**src/rtl/l2_req_arbiter_pkg.sv**
```systemverilog
// Shared types and constants for the L2 request arbiter and its L2 port.
package l2_req_arbiter_pkg;

  // Address/data width of the L2 port; the arbiter default tracks it.
  localparam int unsigned WORD_SIZE = 32;

  // Mirrors the L2 internal cycle bit: address-latch edge next, or execute edge next.
  typedef enum logic {
    PhAddr = 1'b0,
    PhExec = 1'b1
  } l2_phase_e;

  // One L2 operation as presented on the L2 port.
  typedef struct packed {
    logic                 wr;
    logic [WORD_SIZE-1:0] addr;
    logic [WORD_SIZE-1:0] data;
  } l2_req_t;

  // One L2 result as returned by the L2 port.
  typedef struct packed {
    logic                 hit;
    logic [WORD_SIZE-1:0] data;
  } l2_rsp_t;

endpackage

```
**src/rtl/l2_req_arbiter_rr_arbiter.sv**
```systemverilog
// Combinational round-robin pick: the first asserted request at or after the pointer wins.
module rr_arbiter #(
  parameter int unsigned N = 2
) (
  input  logic [N-1:0]                       i_req,
  input  logic [((N > 1) ? $clog2(N) : 1)-1:0] i_ptr,
  output logic [N-1:0]                       o_gnt,
  output logic [((N > 1) ? $clog2(N) : 1)-1:0] o_idx,
  output logic                               o_any
);

  localparam int unsigned W = (N > 1) ? $clog2(N) : 1;

  logic [31:0] w_cand;

  // Scan N candidates starting at the pointer, wrapping N-1 -> 0.
  always_comb begin
    o_gnt  = '0;
    o_idx  = '0;
    o_any  = 1'b0;
    w_cand = '0;
    for (int unsigned k = 0; k < N; k++) begin
      w_cand = 32'(i_ptr) + 32'(k);
      if (w_cand >= 32'(N)) begin
        w_cand = w_cand - 32'(N);
      end
      if (!o_any && i_req[w_cand[W-1:0]]) begin
        o_any                = 1'b1;
        o_gnt[w_cand[W-1:0]] = 1'b1;
        o_idx                = w_cand[W-1:0];
      end
    end
  end

endmodule

```
**src/rtl/l2_req_arbiter.sv**
```systemverilog
// Shares one two-phase L2 port between NUM_REQ requesters with round-robin grants.
// One op may start every 2 cycles; responses return 3 cycles after the grant, in order.
module l2_req_arbiter
  import l2_req_arbiter_pkg::*;
#(
  parameter int unsigned NUM_REQ   = 2,
  parameter int unsigned WORD_SIZE = l2_req_arbiter_pkg::WORD_SIZE
) (
  input  logic                         clk,
  input  logic                         rst,
  input  logic [NUM_REQ-1:0]           i_req_valid,
  output logic [NUM_REQ-1:0]           o_req_ready,
  input  logic [NUM_REQ-1:0]           i_req_wr,
  input  logic [NUM_REQ*WORD_SIZE-1:0] i_req_addr,
  input  logic [NUM_REQ*WORD_SIZE-1:0] i_req_data,
  output logic [NUM_REQ-1:0]           o_rsp_valid,
  output logic                         o_rsp_hit,
  output logic [WORD_SIZE-1:0]         o_rsp_data,
  output logic                         o_l2_wr_en,
  output logic [WORD_SIZE-1:0]         o_l2_addr,
  output logic [WORD_SIZE-1:0]         o_l2_data,
  input  logic [WORD_SIZE-1:0]         i_l2_data_out,
  input  logic                         i_l2_hit_or_miss
);

  localparam int unsigned      REQ_W   = (NUM_REQ > 1) ? $clog2(NUM_REQ) : 1;
  localparam logic [REQ_W-1:0] LastIdx = REQ_W'(NUM_REQ - 1);

  l2_phase_e r_ph, w_ph_next;

  logic [REQ_W-1:0]     r_rr;
  logic                 r_vld;
  logic [REQ_W-1:0]     r_own;
  logic                 r_wr;
  logic [WORD_SIZE-1:0] r_addr;
  logic [WORD_SIZE-1:0] r_data;
  logic                 r_rvld;
  logic [REQ_W-1:0]     r_rown;

  logic [NUM_REQ-1:0]   w_req_elig;
  logic [NUM_REQ-1:0]   w_gnt;
  logic [REQ_W-1:0]     w_gnt_idx;
  logic                 w_gnt_any;
  logic                 w_sel_wr;
  logic [WORD_SIZE-1:0] w_sel_addr;
  logic [WORD_SIZE-1:0] w_sel_data;

  // Phase register; shares rst with the L2 so both cycle bits stay aligned.
  always_ff @(posedge clk or posedge rst) begin
    if (rst) begin
      r_ph <= PhAddr;
    end else begin
      r_ph <= w_ph_next;
    end
  end

  // Phase simply alternates every cycle.
  always_comb begin
    w_ph_next = PhAddr;
    case (r_ph)
      PhAddr:  w_ph_next = PhExec;
      PhExec:  w_ph_next = PhAddr;
      default: w_ph_next = PhAddr;
    endcase
  end

  // Requests are only eligible in the cycle before the L2 execute edge.
  assign w_req_elig = (r_ph == PhExec) ? i_req_valid : '0;

  rr_arbiter #(
    .N(NUM_REQ)
  ) u_rr_arbiter (
    .i_req(w_req_elig),
    .i_ptr(r_rr),
    .o_gnt(w_gnt),
    .o_idx(w_gnt_idx),
    .o_any(w_gnt_any)
  );

  assign o_req_ready = w_gnt;

  // Route the winner's request fields; the grant is one-hot so at most one slot matches.
  always_comb begin
    w_sel_wr   = 1'b0;
    w_sel_addr = '0;
    w_sel_data = '0;
    for (int unsigned i = 0; i < NUM_REQ; i++) begin
      if (w_gnt[i]) begin
        w_sel_wr   = i_req_wr[i];
        w_sel_addr = i_req_addr[i*WORD_SIZE +: WORD_SIZE];
        w_sel_data = i_req_data[i*WORD_SIZE +: WORD_SIZE];
      end
    end
  end

  // Issue stage, response stage and rr pointer all advance on the execute edge.
  // The old issue wr_en/data are what the L2 consumes on that same edge.
  always_ff @(posedge clk or posedge rst) begin
    if (rst) begin
      r_rr   <= '0;
      r_vld  <= 1'b0;
      r_own  <= '0;
      r_wr   <= 1'b0;
      r_addr <= '0;
      r_data <= '0;
      r_rvld <= 1'b0;
      r_rown <= '0;
    end else if (r_ph == PhExec) begin
      r_vld  <= w_gnt_any;
      r_own  <= w_gnt_idx;
      r_rvld <= r_vld;
      r_rown <= r_own;
      if (w_gnt_any) begin
        r_wr   <= w_sel_wr;
        r_addr <= w_sel_addr;
        r_data <= w_sel_data;
        r_rr   <= (w_gnt_idx == LastIdx) ? '0 : w_gnt_idx + REQ_W'(1);
      end else begin
        // Idle slot: never leave a stale write enabled; addr/data hold.
        r_wr <= 1'b0;
      end
    end else begin
      r_rvld <= 1'b0;
    end
  end

  assign o_l2_wr_en = r_wr;
  assign o_l2_addr  = r_addr;
  assign o_l2_data  = r_data;

  // Response pulse to the owner in the cycle after the execute edge.
  always_comb begin
    o_rsp_valid = '0;
    if (r_rvld && (r_ph == PhAddr)) begin
      o_rsp_valid[r_rown] = 1'b1;
    end
  end

  // L2 result passes straight through; rsp_valid alone qualifies it.
  assign o_rsp_hit  = i_l2_hit_or_miss;
  assign o_rsp_data = i_l2_data_out;

endmodule

```
**config.mk**
```make
export PLATFORM = sky130hd
export DESIGN_NAME = l2_req_arbiter
export DESIGN_NICKNAME = d
export VERILOG_FILES = /design/src/rtl/l2_req_arbiter_pkg.sv /design/src/rtl/l2_req_arbiter_rr_arbiter.sv /design/src/rtl/l2_req_arbiter.sv
export SDC_FILE = /design/constraint.sdc
export NUM_CORES = 1
export LEC_CHECK = 0
export BUFFER_PORTS_ARGS = -buffer_cell sky130_fd_sc_hd__clkbuf_2
export CAP_MARGIN = 20
export CORE_AREA = 2 2 104 106
export CTS_CLUSTER_SIZE = 10
export DETAILED_ROUTE_END_ITERATION = 12
export DIE_AREA = 0 0 106 108
export GPL_TIMING_DRIVEN = 0
export PLACE_DENSITY = 0.72
export SLEW_MARGIN = 20
export SYNTH_ARGS = -nofsm -noshare
export SYNTH_HDL_FRONTEND = slang
export SYNTH_SLANG_ARGS = --single-unit
```
**constraint.sdc**
```tcl
create_clock -name clk -period 2.85 [get_ports clk]
set_input_delay 0.57 -clock clk [delete_from_list [all_inputs] [get_ports clk]]
set_output_delay 0.57 -clock clk [all_outputs]
set_load 0.02 [all_outputs]
```
## After elaboration in Yosys (flattened, before gate mapping)

Index checks and enable logic that the tools add are counted.

| operators by class | value |
|---|---|
| div/mod/pow operators | 0 |
| multiply operators | 0 |
| shift operators | 0 |
| bitwise gates (word level) | 2 |
| reductions and logical operators | 7 |
| add/sub/neg operators | 4 |
| mux-type cells | 30 |
| eq/ne operators | 0 |
| $lt $le $gt $ge | 8 |

Operators with widths:

| operator | number |
|---|---|
| $mux W32 | 4 |
| $mux W1 | 18 |
| $mux W2 | 4 |
| $lt A1 B2 Y1 const B | 3 |
| $logic_and A1 B1 Y1 | 5 |
| $demux W1 S1 | 3 |
| $ge A1 B1 Y1 const B | 3 |
| $add A1 B1 Y2 const B | 1 |
| $ge A1 B2 Y1 const B | 1 |
| $ge A2 B2 Y1 const B | 1 |
| $or A2 B2 Y2 | 1 |
| $pmux W1 S2 | 1 |
| $reduce_and A2 Y1 | 1 |
| $sub A1 B1 Y1 const B | 2 |
| $add A1 B1 Y1 const B | 1 |
| $logic_not A1 Y1 | 1 |
| $not A1 Y1 | 1 |

| word-level totals | value |
|---|---|
| memories kept | 0 |
| flip-flop bits (word level) | 71 |
| output and inout port bits | 102 |
| input bits | 167 |
| word-level logic and storage cells | 60 |
| bits in latches | 0 |
| memory bits (writable) | 0 |
| memory bits (read-only) | 0 |

## Longest topological paths before layout

| depth | value |
|---|---|
| depth after elaboration | 12 |
| gate-level depth with buffers | 6 |
| mapped depth without buffers | 3 |

## Modules after synthesis

From an unflattened synthesis, not the netlist that was laid out.

| second synthesis, totals | value |
|---|---|
| cell total of the unflattened synthesis | 427 |
| area, all modules | 3876.2 um^2 |

Modules (own cells, without submodules):

| module | cells an instance | sequential area each (um^2) | area an instance (um^2) | times used |
|---|---|---|---|---|
| l2_req_arbiter | 422 | 1776.7 | 3843.7 | 1 |
| rr_arbiter | 5 | 0.0 | 32.5 | 1 |

## Worst setup path before layout

No wires, ideal clock.

| timing path | value |
|---|---|
| path kind | input -> output |
| start point | input port i_req_valid[0] |
| end point | output port o_req_ready[0] |
| arrival time | 1.432 ns |
| required time | 2.280 ns |
| stages | 4 |
| buffers on the path | 1 |
| setup slack | 0.848 ns |
| cells stage by stage | nor2b_4 > buf_4 > nor2_1 > nor3_1 |

| between the ends | value |
|---|---|
| longest elaborated chain between the ends | 7 |
| elaborated cells on any way between the ends | 11 |
| those cells by class | mux: 8; bitwise: 1; reduce/logical: 2 |

Ends and longest elaborated chain:

| item | RTL line | source |
|---|---|---|
| start: declaration | l2_req_arbiter.sv:11 | `input logic [NUM_REQ-1:0] i_req_valid,` |
| $mux W2 * | l2_req_arbiter.sv:68 | `assign w_req_elig = (r_ph == PhExec) ? i_req_valid : '0;` |
| $mux W1 (implied by the code) (2 in series) | l2_req_arbiter_rr_arbiter.sv:27 | `if (!o_any && i_req[w_cand[W-1:0]]) begin` |
| $mux W1 | l2_req_arbiter_rr_arbiter.sv:27 |  |
| $logic_not A1 Y1 | l2_req_arbiter_rr_arbiter.sv:27 |  |
| $logic_and A1 B1 Y1 | l2_req_arbiter_rr_arbiter.sv:27 |  |
| $mux W2 * | l2_req_arbiter_rr_arbiter.sv:27 |  |
| end: declaration | l2_req_arbiter.sv:12 | `output logic [NUM_REQ-1:0] o_req_ready,` |

Every way passes the cells marked *; elsewhere a longest branch is shown, timed or not. The select of a mux whose other input is x is not followed.

## Worst setup path after layout

| timing path | value |
|---|---|
| start point | register r_ph |
| end point | output port o_req_ready[0] |

| between the ends | value |
|---|---|
| longest elaborated chain between the ends | 7 |
| elaborated cells on any way between the ends | 11 |
| those cells by class | mux: 8; bitwise: 1; reduce/logical: 2 |

Ends and longest elaborated chain:

| item | RTL line | source |
|---|---|---|
| start: declaration | l2_req_arbiter.sv:29 | `l2_phase_e r_ph, w_ph_next;` |
| start signal: assignment | l2_req_arbiter.sv:51 | `r_ph <= PhAddr;` |
| start signal: assignment | l2_req_arbiter.sv:53 | `r_ph <= w_ph_next;` |
| $mux W2 * | l2_req_arbiter.sv:68 |  |
| $mux W1 (implied by the code) (2 in series) | l2_req_arbiter_rr_arbiter.sv:27 |  |
| $mux W1 | l2_req_arbiter_rr_arbiter.sv:27 |  |
| $logic_not A1 Y1 | l2_req_arbiter_rr_arbiter.sv:27 |  |
| $logic_and A1 B1 Y1 | l2_req_arbiter_rr_arbiter.sv:27 |  |
| $mux W2 * | l2_req_arbiter_rr_arbiter.sv:27 |  |

Marks and branches as above.

==> results.md <==
* FF-to-FF path depth at 6
* Hold buffers post-CTS at 0
* Crit end category: output pin
* Layout cells sized above 1 at 0.487
* First-pass DRT Iterations at 5
* CTS tree: built
* Net Count, Synth at 591
* Flops & latches, synth at 71
* Grt ovf at 0
* Logic depth of the worst setup path including buffers at 6
* Gpl congestion at 0.778
* VDD IR max at 0.246 mV
* Start point of the critical path: r_ph
* Unrepaired setup endpoints after global routing: false
* Req. time, crit path at approximately 2.3 ns
* Status: complete, no violations
* Worst Hold Class: in -> async
* First-pass GRT wire length at 19300 um
* Synth Instances at about 420
* Gr usage total at 0.213
* Final Critical Period at 2.23 ns
* CP Buf/Inv Count at 3
* Crit path max fanout at 10
* Final WL at around 13000 um
* Setup slack, reg-to-reg at 1.41 ns
* CTS sink cnt at 71
* Critical path destination: o_req_ready[0]
* Final net count at 838
* Arr. time, crit path at 1.66 ns
* Worst skew pair latency at around 0.34 ns
* Mapped Area at 0.00370 mm^2
* Area Growth Syn to Fin at 41.7%
* CP peak stage delay at 0.37 ns
* Drt drc at 0
* Tightest Pin Transition at 0.469 ns
* Vias in the first global route at 4087
* Clock Tree Buf Depth at 2
* Library cells used by synthesis at 25
* Critical-path top delay cell: dfrtp_1
* Reg-to-Reg End: o_l2_addr[16]
* DR vias/cell at ~5.2
* Tcrit/Tclk final at 0.782
* Placed wire-length estimate at 9570 um
* Die Y at 108 um
* Num rows at 37
* Die area at 0.0114 mm^2
* Leak at 0.00269 uW
* Crit path top cell by count: buf_4
* Buffers on Ports at roughly 240
* Antenna-violating nets left at 0
* Commonest cells after routing, fill and taps aside: clkbuf_2 (244), dfrtp_1 (71), nor2_1 (66)
* Fillers at approximately 1000
* Cell family with the largest share of critical-path delay: buffers and inverters
* Post_cts resized at 0
* Starting Density at 0.361
* DRT iter0 DRCs at 243
* Die width at 106 um
* Hold Fails Final Rpt at 0
* Register area share after synthesis at 0.481
* Clk root buf: clkbuf_8
* Mean Syn Cell Area at 8.72 um^2
* Via Count at 4196
* Largest net degree at the start of global routing at 38
* CP cell instances: buf_4 -> nand2_1 -> buf_4 -> nor2_1 -> nor3_1 -> clkbuf_2
* Initial antenna violation count at 0
* Ys Warns at 0
* Type of origin of the critical path: register
* Antenna diodes at 0
* CTS HTree Levels at 3
* Reg clk slew, reported paths at 0.08 ns
* Num ports at 269
* Max-slew violations at 0
* Core Util, Final at 0.512
* Crit path kind: reg -> out
* Worst R2R Start: r_ph
* Core Area at 0.0102 mm^2
* Most common cell after layout, fill and taps aside: clkbuf_2
* Setup_tns at 0 ns
* Endpoints failing setup at 0
* Post-CTS Repair Setup Buffers at 0
* Skew final at approximately 0.0063 ns
* WL/cell at 15.5 um
* Worst slew margin at 0.688
* Max Freq at 449 MHz
* Cts bufs inserted at 9
* Max Cap Viol at 0
* Cell Pwr Density at 523 mW/mm^2
[worst min-delay path by stage]
stage / depth (start not counted) / endpoint / from
floorplan: 1 / r_vld / r_vld
global placement: 1 / r_own / r_own
detailed placement: 1 / r_vld / r_vld
CTS: 2 / o_l2_data[5] / rst
global route: 2 / o_l2_data[11] / rst
finish: 2 / o_l2_data[11] / rst
[metrics by stage]
| step | hold slack, ns | std cells | setup slack (ns) | total power [uW] | instance area [um^2] |
|---|---|---|---|---|---|
| global route | 0.260 | 812 | 0.487 | 2900 | 5240 |
| CTS | 0.246 | 812 | 0.612 | 2770 | 5240 |
| floorplan | 0.446 | 424 | 0.483 | 1700 | 3700 |
| global placement | 0.456 | 795 | -0.459 | 2020 | 5040 |
| detailed placement | 0.470 | 796 | 0.742 | 2040 | 5060 |
| finish | 0.234 | 812 | 0.622 | 2740 | 5240 |
[state kept, by name, summed over array words and instances (netlist names)]
register    cells
r_ph            1
r_rr            1
r_rown          1
o_l2_wr_en      1
r_own           1
r_rvld          1
o_l2_data      32
r_vld           1
o_l2_addr      32
[logic make-up after synthesis]
logic type / synth area share
AOI/OAI and AO/OA: 0.209
buffers and inverters: 0.137
DFF: 0.481
muxes: 0.00305
and+or+nand+nor: 0.170
[cell type report]
| cell class | count | area [um^2] | area share |
|---|---|---|---|
| Multi-Input combinational cell | 275 | 1410 | 0.269 |
| Tap cell | 136 | 170 | 0.0325 |
| Timing Repair Buffer | 236 | 1200 | 0.228 |
| Clock buffer | 9 | 124 | 0.0237 |
| Clock inverter | 7 | 48.8 | 0.00932 |
| Buffer | 76 | 500 | 0.0956 |
| Inverter | 2 | 10.0 | 0.00191 |
| Sequential cell | 71 | 1780 | 0.339 |
[where the power goes]
group | internal (uW) | switching [uW]
logic | 319 | 494
registers | 1130 | 71.6
clock network | 315 | 411
[synth_stat cells, drive strengths merged]
library cell,n,share of area
nor3,1,0.0014
nand2,2,0.0020
and3,1,0.0017
mux2,1,0.0030
o21ai,64,0.087
nor2,66,0.067
inv,2,0.0020
a21o,2,0.0041
dfrtp,71,0.48
nand3,64,0.087
buf,64,0.12
and2,2,0.0041
nor2b,1,0.0037
a31oi,64,0.11
a221o,1,0.0027
a21oi,2,0.0027
nor3b,1,0.0020
clkbuf,12,0.015
o21a,1,0.0020
nand2b,1,0.0017
a211oi,1,0.0020
[routing by layer]
| metal | wire length [um] | share of wire | global-route usage | vias to the layer above |
|---|---|---|---|---|
| met5 | 0 | 0 | 0 | - |
| met4 | 255 | 0.020 | 0.0714 | 0 |
| met3 | 959 | 0.076 | 0.0530 | 25 |
| met2 | 6390 | 0.51 | 0.370 | 224 |
| met1 | 4970 | 0.40 | 0.259 | 1978 |
| li1 | - | - | - | 1969 |
(Power assumes the default switching activity.)
